## src/rtl/dmem_port_arbiter.sv

```systemverilog
// Arbiter for the single-port NN data memory. Capture writes always win.
// SPART and NN share the remaining slots round-robin; all commands are registered.
module dmem_port_arbiter #(
  parameter int AW       = 7,
  parameter int DW       = 256,
  parameter int WAIT_MAX = 64,
  parameter int CNT_W    = 8
) (
  input  logic             pxlclk,
  input  logic             rst_n,
  input  logic             cap_wren,
  input  logic [AW-1:0]    cap_addr,
  input  logic [DW-1:0]    cap_wdata,
  input  logic             spt_req,
  input  logic             spt_we,
  input  logic [AW-1:0]    spt_addr,
  input  logic [DW-1:0]    spt_wdata,
  output logic             spt_gnt,
  output logic             spt_rvalid,
  input  logic             nn_req,
  input  logic             nn_we,
  input  logic [AW-1:0]    nn_addr,
  input  logic [DW-1:0]    nn_wdata,
  output logic             nn_gnt,
  output logic             nn_rvalid,
  output logic [DW-1:0]    rdata,
  output logic             mem_wren,
  output logic [AW-1:0]    mem_addr,
  output logic [DW-1:0]    mem_wdata,
  input  logic [DW-1:0]    mem_rdata,
  output logic [CNT_W-1:0] coll_cnt,
  output logic             spt_tmo,
  output logic             nn_tmo
);

  localparam int WCW = $clog2(WAIT_MAX + 1);
  localparam logic [WCW-1:0] WAIT_SAT = WCW'(WAIT_MAX);
  localparam logic [CNT_W-1:0] COLL_SAT = {CNT_W{1'b1}};

  localparam logic [1:0] SRC_NONE = 2'd0;
  localparam logic [1:0] SRC_CAP  = 2'd1;
  localparam logic [1:0] SRC_SPT  = 2'd2;
  localparam logic [1:0] SRC_NN   = 2'd3;

  logic             spt_elig_s, nn_elig_s, coll_s;
  logic [1:0]       src_s;

  logic             mem_wren_q, mem_wren_d;
  logic [AW-1:0]    mem_addr_q, mem_addr_d;
  logic [DW-1:0]    mem_wdata_q, mem_wdata_d;
  logic             spt_gnt_q, spt_gnt_d, nn_gnt_q, nn_gnt_d;
  logic             spt_rd_q, spt_rd_d, nn_rd_q, nn_rd_d;
  logic             spt_rvalid_q, nn_rvalid_q;
  logic [DW-1:0]    rdata_q;
  logic             rr_nn_last_q, rr_nn_last_d;
  logic [CNT_W-1:0] coll_q, coll_d;
  logic [WCW-1:0]   spt_wait_q, spt_wait_d, nn_wait_q, nn_wait_d;
  logic             spt_tmo_q, spt_tmo_d, nn_tmo_q, nn_tmo_d;

  // A pending request only ages while it is eligible and losing; req dropping or a win resets it.
  function automatic logic [WCW-1:0] wait_next(input logic req, input logic elig,
                                               input logic won, input logic [WCW-1:0] cnt);
    if (!req || won) begin
      return {WCW{1'b0}};
    end else if (elig && (cnt != WAIT_SAT)) begin
      return cnt + WCW'(1);
    end else begin
      return cnt;
    end
  endfunction

  // Pick this cycle's winner; a master is masked in the cycle its grant is shown.
  always_comb begin
    spt_elig_s = spt_req & ~spt_gnt_q;
    nn_elig_s  = nn_req & ~nn_gnt_q;
    coll_s     = cap_wren & (spt_elig_s | nn_elig_s);
    if (cap_wren) begin
      src_s = SRC_CAP;
    end else if (spt_elig_s && nn_elig_s) begin
      src_s = rr_nn_last_q ? SRC_SPT : SRC_NN;
    end else if (spt_elig_s) begin
      src_s = SRC_SPT;
    end else if (nn_elig_s) begin
      src_s = SRC_NN;
    end else begin
      src_s = SRC_NONE;
    end
  end

  // Next memory command, grant pulses and round-robin pointer.
  always_comb begin
    mem_wren_d   = 1'b0;
    mem_addr_d   = mem_addr_q;
    mem_wdata_d  = mem_wdata_q;
    spt_gnt_d    = 1'b0;
    nn_gnt_d     = 1'b0;
    spt_rd_d     = 1'b0;
    nn_rd_d      = 1'b0;
    rr_nn_last_d = rr_nn_last_q;
    case (src_s)
      SRC_CAP: begin
        mem_wren_d  = 1'b1;
        mem_addr_d  = cap_addr;
        mem_wdata_d = cap_wdata;
      end
      SRC_SPT: begin
        mem_wren_d   = spt_we;
        mem_addr_d   = spt_addr;
        mem_wdata_d  = spt_wdata;
        spt_gnt_d    = 1'b1;
        spt_rd_d     = ~spt_we;
        rr_nn_last_d = 1'b0;
      end
      SRC_NN: begin
        mem_wren_d   = nn_we;
        mem_addr_d   = nn_addr;
        mem_wdata_d  = nn_wdata;
        nn_gnt_d     = 1'b1;
        nn_rd_d      = ~nn_we;
        rr_nn_last_d = 1'b1;
      end
      default: begin
        mem_wren_d = 1'b0;
      end
    endcase
  end

  // Collision counter, wait counters and sticky timeout flags.
  always_comb begin
    if (coll_s && (coll_q != COLL_SAT)) begin
      coll_d = coll_q + CNT_W'(1);
    end else begin
      coll_d = coll_q;
    end
    spt_wait_d = wait_next(spt_req, spt_elig_s, src_s == SRC_SPT, spt_wait_q);
    nn_wait_d  = wait_next(nn_req, nn_elig_s, src_s == SRC_NN, nn_wait_q);
    spt_tmo_d  = spt_tmo_q | (spt_wait_d == WAIT_SAT);
    nn_tmo_d   = nn_tmo_q | (nn_wait_d == WAIT_SAT);
  end

  // State registers; reset also discards any read still in flight.
  always_ff @(posedge pxlclk or negedge rst_n) begin
    if (!rst_n) begin
      mem_wren_q   <= 1'b0;
      mem_addr_q   <= {AW{1'b0}};
      mem_wdata_q  <= {DW{1'b0}};
      spt_gnt_q    <= 1'b0;
      nn_gnt_q     <= 1'b0;
      spt_rd_q     <= 1'b0;
      nn_rd_q      <= 1'b0;
      spt_rvalid_q <= 1'b0;
      nn_rvalid_q  <= 1'b0;
      rdata_q      <= {DW{1'b0}};
      rr_nn_last_q <= 1'b1;
      coll_q       <= {CNT_W{1'b0}};
      spt_wait_q   <= {WCW{1'b0}};
      nn_wait_q    <= {WCW{1'b0}};
      spt_tmo_q    <= 1'b0;
      nn_tmo_q     <= 1'b0;
    end else begin
      mem_wren_q   <= mem_wren_d;
      mem_addr_q   <= mem_addr_d;
      mem_wdata_q  <= mem_wdata_d;
      spt_gnt_q    <= spt_gnt_d;
      nn_gnt_q     <= nn_gnt_d;
      spt_rd_q     <= spt_rd_d;
      nn_rd_q      <= nn_rd_d;
      spt_rvalid_q <= spt_rd_q;
      nn_rvalid_q  <= nn_rd_q;
      rdata_q      <= rdata;
      rr_nn_last_q <= rr_nn_last_d;
      coll_q       <= coll_d;
      spt_wait_q   <= spt_wait_d;
      nn_wait_q    <= nn_wait_d;
      spt_tmo_q    <= spt_tmo_d;
      nn_tmo_q     <= nn_tmo_d;
    end
  end

  // The RAM output is only valid in the return cycle, so it is passed straight through then.
  assign rdata      = (spt_rvalid_q | nn_rvalid_q) ? mem_rdata : rdata_q;
  assign spt_gnt    = spt_gnt_q;
  assign nn_gnt     = nn_gnt_q;
  assign spt_rvalid = spt_rvalid_q;
  assign nn_rvalid  = nn_rvalid_q;
  assign mem_wren   = mem_wren_q;
  assign mem_addr   = mem_addr_q;
  assign mem_wdata  = mem_wdata_q;
  assign coll_cnt   = coll_q;
  assign spt_tmo    = spt_tmo_q;
  assign nn_tmo     = nn_tmo_q;

endmodule
```

## config.mk

```make
export PLATFORM = sky130hd
export DESIGN_NAME = dmem_port_arbiter
export DESIGN_NICKNAME = d
export VERILOG_FILES = /design/src/rtl/dmem_port_arbiter.sv
export SDC_FILE = /design/constraint.sdc
export NUM_CORES = 1
export LEC_CHECK = 0
export ABC_CLOCK_PERIOD_IN_PS = 2400
export CAP_MARGIN = 20
export CORE_AREA = 5 5 606 608
export CTS_BUF_LIST = sky130_fd_sc_hd__clkbuf_2 sky130_fd_sc_hd__clkbuf_4 sky130_fd_sc_hd__clkbuf_8
export CTS_CLUSTER_DIAMETER = 120
export DETAILED_ROUTE_END_ITERATION = 10
export DIE_AREA = 0 0 611 613
export HOLD_SLACK_MARGIN = 0.08
export PLACE_DENSITY = 0.32
export SYNTH_ARGS = -nofsm -noshare
export SYNTH_HDL_FRONTEND = slang
export SYNTH_SLANG_ARGS = --single-unit
```

## constraint.sdc

```tcl
create_clock -name pxlclk -period 2.4 [get_ports pxlclk]
set_input_delay 0.48 -clock pxlclk [delete_from_list [all_inputs] [get_ports pxlclk]]
set_output_delay 0.48 -clock pxlclk [all_outputs]
set_load 0.05 [all_outputs]
```

# Yosys cells after proc, flatten, opt, wreduce, memory -nomap -nowiden
# Index checks and enable logic that the tools add are counted.
[word_totals]
regBits = 551
inputBits = 1052
output_inout_bits = 534
elab_cells = 66
[classes]
add_sub_neg = 3
n_eq_ne = 8
n_mux = 18
bitwise = 11
reduce_logical = 10
[op_table]
columns = ["operator", "n"]
rows = [
  ["one-hot mux 256 bit (3 select lines)", 1],
  ["two-way mux 256 bit", 1],
  ["two-way mux 7 bit", 4],
  ["one-hot mux 7 bit (3 select lines)", 1],
  ["adder 7 x 1 -> 7 bit (second input constant)", 2],
  ["== test 7 bit (second input constant)", 2],
  ["inequality test 7 bit (second input constant)", 2],
  ["adder 8 x 1 -> 8 bit (second input constant)", 1],
  ["two-way mux 2 bit", 4],
  ["inequality test 8 bit (second input constant)", 1],
  ["two-way mux 1 bit", 5],
  ["== test 2 bit (second input constant)", 2],
  ["logical AND 1 bit", 4],
  ["NOT 1 bit", 4],
  ["bitwise OR 1 bit", 4],
  ["AND 1 bit", 3],
  ["one-hot mux 1 bit (3 select lines)", 1],
  ["nonzero test 3 bit", 1],
  ["== test 2 x 1 -> 1 bit (second input constant)", 1],
  ["zero test 1 bit", 2],
  ["logical OR 1 bit", 2],
  ["one-hot mux 1 bit (2 select lines)", 1],
  ["nonzero test 2 bit", 1],
]

# Depth between registers and ports, before layout
[logic_depth]
depth_word = 11
ltp_mapped = 7
mapped_depth_nobuf = 6

# Worst setup path before layout
# OpenSTA, ideal clock, no wires.
[synth_timing]
path_type = "register to output"
from = "register nn_rvalid_q (netlist: nn_rvalid)"
to = "output port rdata[215]"
t_arrival_ns = 1.847
t_required_ns = 1.920
setup_slack_ns = 0.073
path_stages_with_launch = 5
path_buffers = 2
cell_sequence = "dfrtp_1 > nor2_1 > clkbuf_1 > buf_2 > mux2_2"
[synth_between]
elab_chain_cells = 2
[synth_lines]
columns = ["item", "line", "text"]
rows = [
  ["start: declaration", "53", "logic spt_rvalid_q, nn_rvalid_q;"],
  ["start signal: assignment", "169", "nn_rvalid_q <= nn_rd_q;"],
  ["bitwise OR 1 bit", "181", "assign rdata = (spt_rvalid_q | nn_rvalid_q) ? mem_rdata : rdata_q;"],
  ["two-way mux 256 bit", "181", ""],
  ["end: declaration", "26", "output logic [DW-1:0] rdata,"],
]
# Every way passes these cells.

# Worst setup path in the final report
[layout_timing]
from = "register spt_rvalid_q (netlist: spt_rvalid)"
to = "output port rdata[127]"
[layout_between]
elab_chain_cells = 2
[layout_lines]
columns = ["item", "line", "text"]
rows = [
  ["start: declaration", "53", ""],
  ["start signal: assignment", "168", "spt_rvalid_q <= spt_rd_q;"],
  ["bitwise OR 1 bit", "181", ""],
  ["two-way mux 256 bit", "181", ""],
]
# Every way passes these cells.

==> impl_metrics.json <==
{
  "syn-cell-area_um2": 24000,
  "synthTopCellsByCount": "550 x dfrtp_1, 292 x nor2_1, 257 x mux2_2, 257 x nand2_1, 253 x a21oi_1",
  "drcViolationCount": 0,
  "cp-endpoint": "rdata[127]",
  "crit_buf_inv": 4,
  "reg2reg_depth": 8,
  "yosys_most_used_dff": "dfrtp_1",
  "finalSetupViolations": 488,
  "yosys_warnings": 0,
  "cts_max_path_buffers": 4,
  "syn-num-nets": 3217,
  "cp.depth": 6,
  "postPlaceCellArea_um2": 47500,
  "htreeDepth": 4,
  "row_count": 221,
  "drt_iter0_drc": 1904,
  "yosys.area.top_type": "dfrtp_1",
  "maxSlewViolCount": 0,
  "required_ps": 1920,
  "root_buffer": "clkbuf_8",
  "drv_cap": 0,
  "core_um2": 361000,
  "synth.yosys.seq_area_share_pct": 57.5,
  "die_area_um2": 375000,
  "dp_hpwl_um": 265000,
  "hold_slack_ps": 234,
  "worst_pin_slew_ps": 796,
  "hold_viol_final": 0,
  "ys_types": 51,
  "wl_per_cell_um": 33.2,
  "synth-edff-count": 0,
  "syn_inst": 2160,
  "cts_made_buffers": 135,
  "critical_path.startpoint": "spt_rvalid$_DFF_PN0_",
  "drtPass1Iterations": 8,
  "rsz0062_at_grt": "true",
  "die_w_um": 611,
  "start_kind": "flip-flop",
  "crit_path_top_delay_cell": "dfrtp_1",
  "insertion_delay_ps": 940,
  "cpMostUsedCell": "buf_12",
  "nNetsFinal": 5300,
  "power_density_nw_per_um2": 853,
  "grt_pass1_wl_um": 371000,
  "status": "finished with violations",
  "ys_ff_latch": 551,
  "leakagePower_uw": 0.0213,
  "cts_tree": "built",
  "io_pins": 1586,
  "failed_checks": "setup timing",
  "grt_max_degree": 119,
  "vias_per_cell": 3.21,
  "r2r-end": "mem_wdata[51]$_DFFE_PN0P_",
  "finalInstanceArea_um2": 55100,
  "hold_path_class": "input pin to flip-flop",
  "synth_most_common_cell": "dfrtp_1",
  "crit_type": "flip-flop to primary output",
  "max_stage_delay_ps": 430,
  "clkSinkCount": 551,
  "syn_area_per_cell_um2": 11.1,
  "ir_drop_v": 0.000290,
  "antenna_found_initial": 345,
  "drive_above_1_share_pct": 22.3,
  "fin_skew_ps": 83.3,
  "port_buffers": 1585,
  "ff2ff_setup_slack_ps": -10,
  "routabilityCongestion": 0.907,
  "grt_overflow": 0,
  "finalCritPeriodShare_pct": 128,
  "cp_cell_sequence": "nor2_4, buf_12, buf_16, buf_6, mux2_2, buf_12",
  "fmax_ghz": 0.325,
  "cp_top_family": "buffers and inverters",
  "grt_pass1_vias": 30100,
  "ys_top_cells_by_area": "dfrtp_1 57%, mux2_2 12%, a221oi_1 9.1%",
  "post-route-min-period_ps": 3080,
  "vias": 29500,
  "routed_wirelength_um": 305000,
  "async_flop_share_pct": 100,
  "worst_slack_ps": -678,
  "crit_path_max_fanout": 13,
  "end_kind": "primary output",
  "fin_util_pct": 15.3,
  "max-slew-margin-rel_pct": 46.9,
  "die_h_um": 613,
  "nFillCells": 40700,
  "clk_pin_slew_ps": 50,
  "arrival_ps": 2600,
  "synth_top_area_share_pct": 57.4,
  "start_util_pct": 6.64,
  "ant_nets": 0,
  "r2r_start": "spt_gnt$_DFF_PN0_",
  "area_delta_synth_final_pct": 130,
  "grtUsageTotal_pct": 15.5
}
==> layer usage <==
metal  GRT usage [%]  vias to the layer above  share of wire, %
met2            28.5                     1823                51
met1            16.0                    14400                35
met5               0                        -              0.46
li1                -                    12100                 -
met3            6.88                      867                10
met4            3.48                      214               3.3
==> layout make-up <==
class / count / area, µm² / area share, %
Antenna cell: 63 / 158 / 0.286
Clock buffer: 202 / 2500 / 4.55
Clock inverter: 24 / 241 / 0.438
Inverter: 10 / 37.5 / 0.0682
Multi-Input combinational cell: 1425 / 9670 / 17.6
Sequential cell: 551 / 13800 / 25.0
Tap cell: 4794 / 6000 / 10.9
Timing Repair Buffer: 2120 / 22700 / 41.2
==> layout by cell type, fill, tap and decap left out, types with 4 or more instances in the layout <==
cell type and count:
clkdlybuf4s50_1 1280, dfrtp_1 550, dlygate4sd3_1 371, nor2_1 291
nand2_1 257, a21oi_1 253, a221oi_1 248, buf_4 198
mux2_2 183, buf_12 162, clkbuf_8 158, buf_6 87
mux2_4 74, diode_2 63, clkbuf_4 44, nand2b_1 17
a222oi_1 15, buf_8 12, inv_1 10, clkinv_2 10
xor2_1 9, nor4_1 6, o21ai_0 5, xnor2_1 5
ha_1 5, clkbuf_16 5, buf_16 5, nand3_1 4
or3_1 4, nor3_1 4
==> worst min-delay path by stage <==
stage / startpoint / endpoint / slack, ps / cells past startpoint
final: mem_rdata[247] / rdata_q[247]$_DFF_PN0_ / 230 / 2
after global routing: mem_rdata[247] / rdata_q[247]$_DFF_PN0_ / 80 / 2
after CTS: spt_wdata[243] / mem_wdata[243]$_DFFE_PN0P_ / 80 / 3
after detailed placement: rst_n / mem_addr[2]$_DFFE_PN0P_ / 340 / 1
after global placement: spt_rd_q$_DFF_PN0_ / spt_rvalid$_DFF_PN0_ / 330 / 0
after floorplan: rst_n / coll_cnt[0]$_DFFE_PN0P_ / 180 / 0
==> report_power, final <==
group / switching (µW) / leakage, µW / internal (µW)
Clock: 5710 / 0.00146 / 6900
Sequential: 812 / 0.00655 / 11200
Combinational: 13600 / 0.0133 / 8800
Total: 20100 / 0.0213 / 26900
==> worst reg2reg max path, cell delays in order, from the launching register on <==
cell,delay [ps]
dfrtp_1,370
buf_4,160
nor2b_2,230
nor3_4,120
buf_12,200
buf_12,330
a221oi_1,250
a21oi_1,100
dlygate4sd3_1,590
==> through the flow <==
step | setup slack [ps] | instances | power, µW | TNS (ps)
floorplan | 73.5 | 2160 | 21900 | 0
global placement | -461 | 8516 | 33200 | -40860
detailed placement | -481 | 8516 | 33200 | -49150
CTS | -910 | 9115 | 47900 | -297020
global route | -873 | 9161 | 49100 | -285230
finish | -678 | 9189 | 47000 | -191780
==> timing repair <==
action | 4_1_cts | 5_1_grt
endpoints found under the setup margin | 487 | 498
resized for setup | 101 | 97
setup buffers | 1 | 6
hold buffers | 372 | 0
gates cloned | 0 | 5
endpoints found under the hold margin | 851 | 0
==> kinds of logic (layout without fill, tap and decap cells) <==
family / after synthesis / count (layout) / share of synthesized area (%)
xor gates and xnor gates: 14 / 14 / 0.512
other: 0 / 63 / 0
muxes: 260 / 260 / 12.2
and+or+nand+nor: 605 / 605 / 10.2
adders and majority gates: 5 / 5 / 0.261
DFF: 551 / 551 / 57.5
buffers and inverters: 184 / 2356 / 3.40
AOI/OAI and AO/OA: 541 / 541 / 15.9
==> sequential cells by signal (all words and copies together), names as in the netlist <==
name	count
nn_rvalid	1
nn_rd_q	1
spt_rvalid	1
nn_tmo	1
spt_tmo	1
nn_wait_q	7
coll_cnt	8
nn_gnt	1
mem_wdata	256
spt_wait_q	7
mem_addr	7
mem_wren	1
rdata_q	256
spt_gnt	1
spt_rd_q	1
rr_nn_last_q	1
Note: power is estimated with default switching activity, not from simulation.
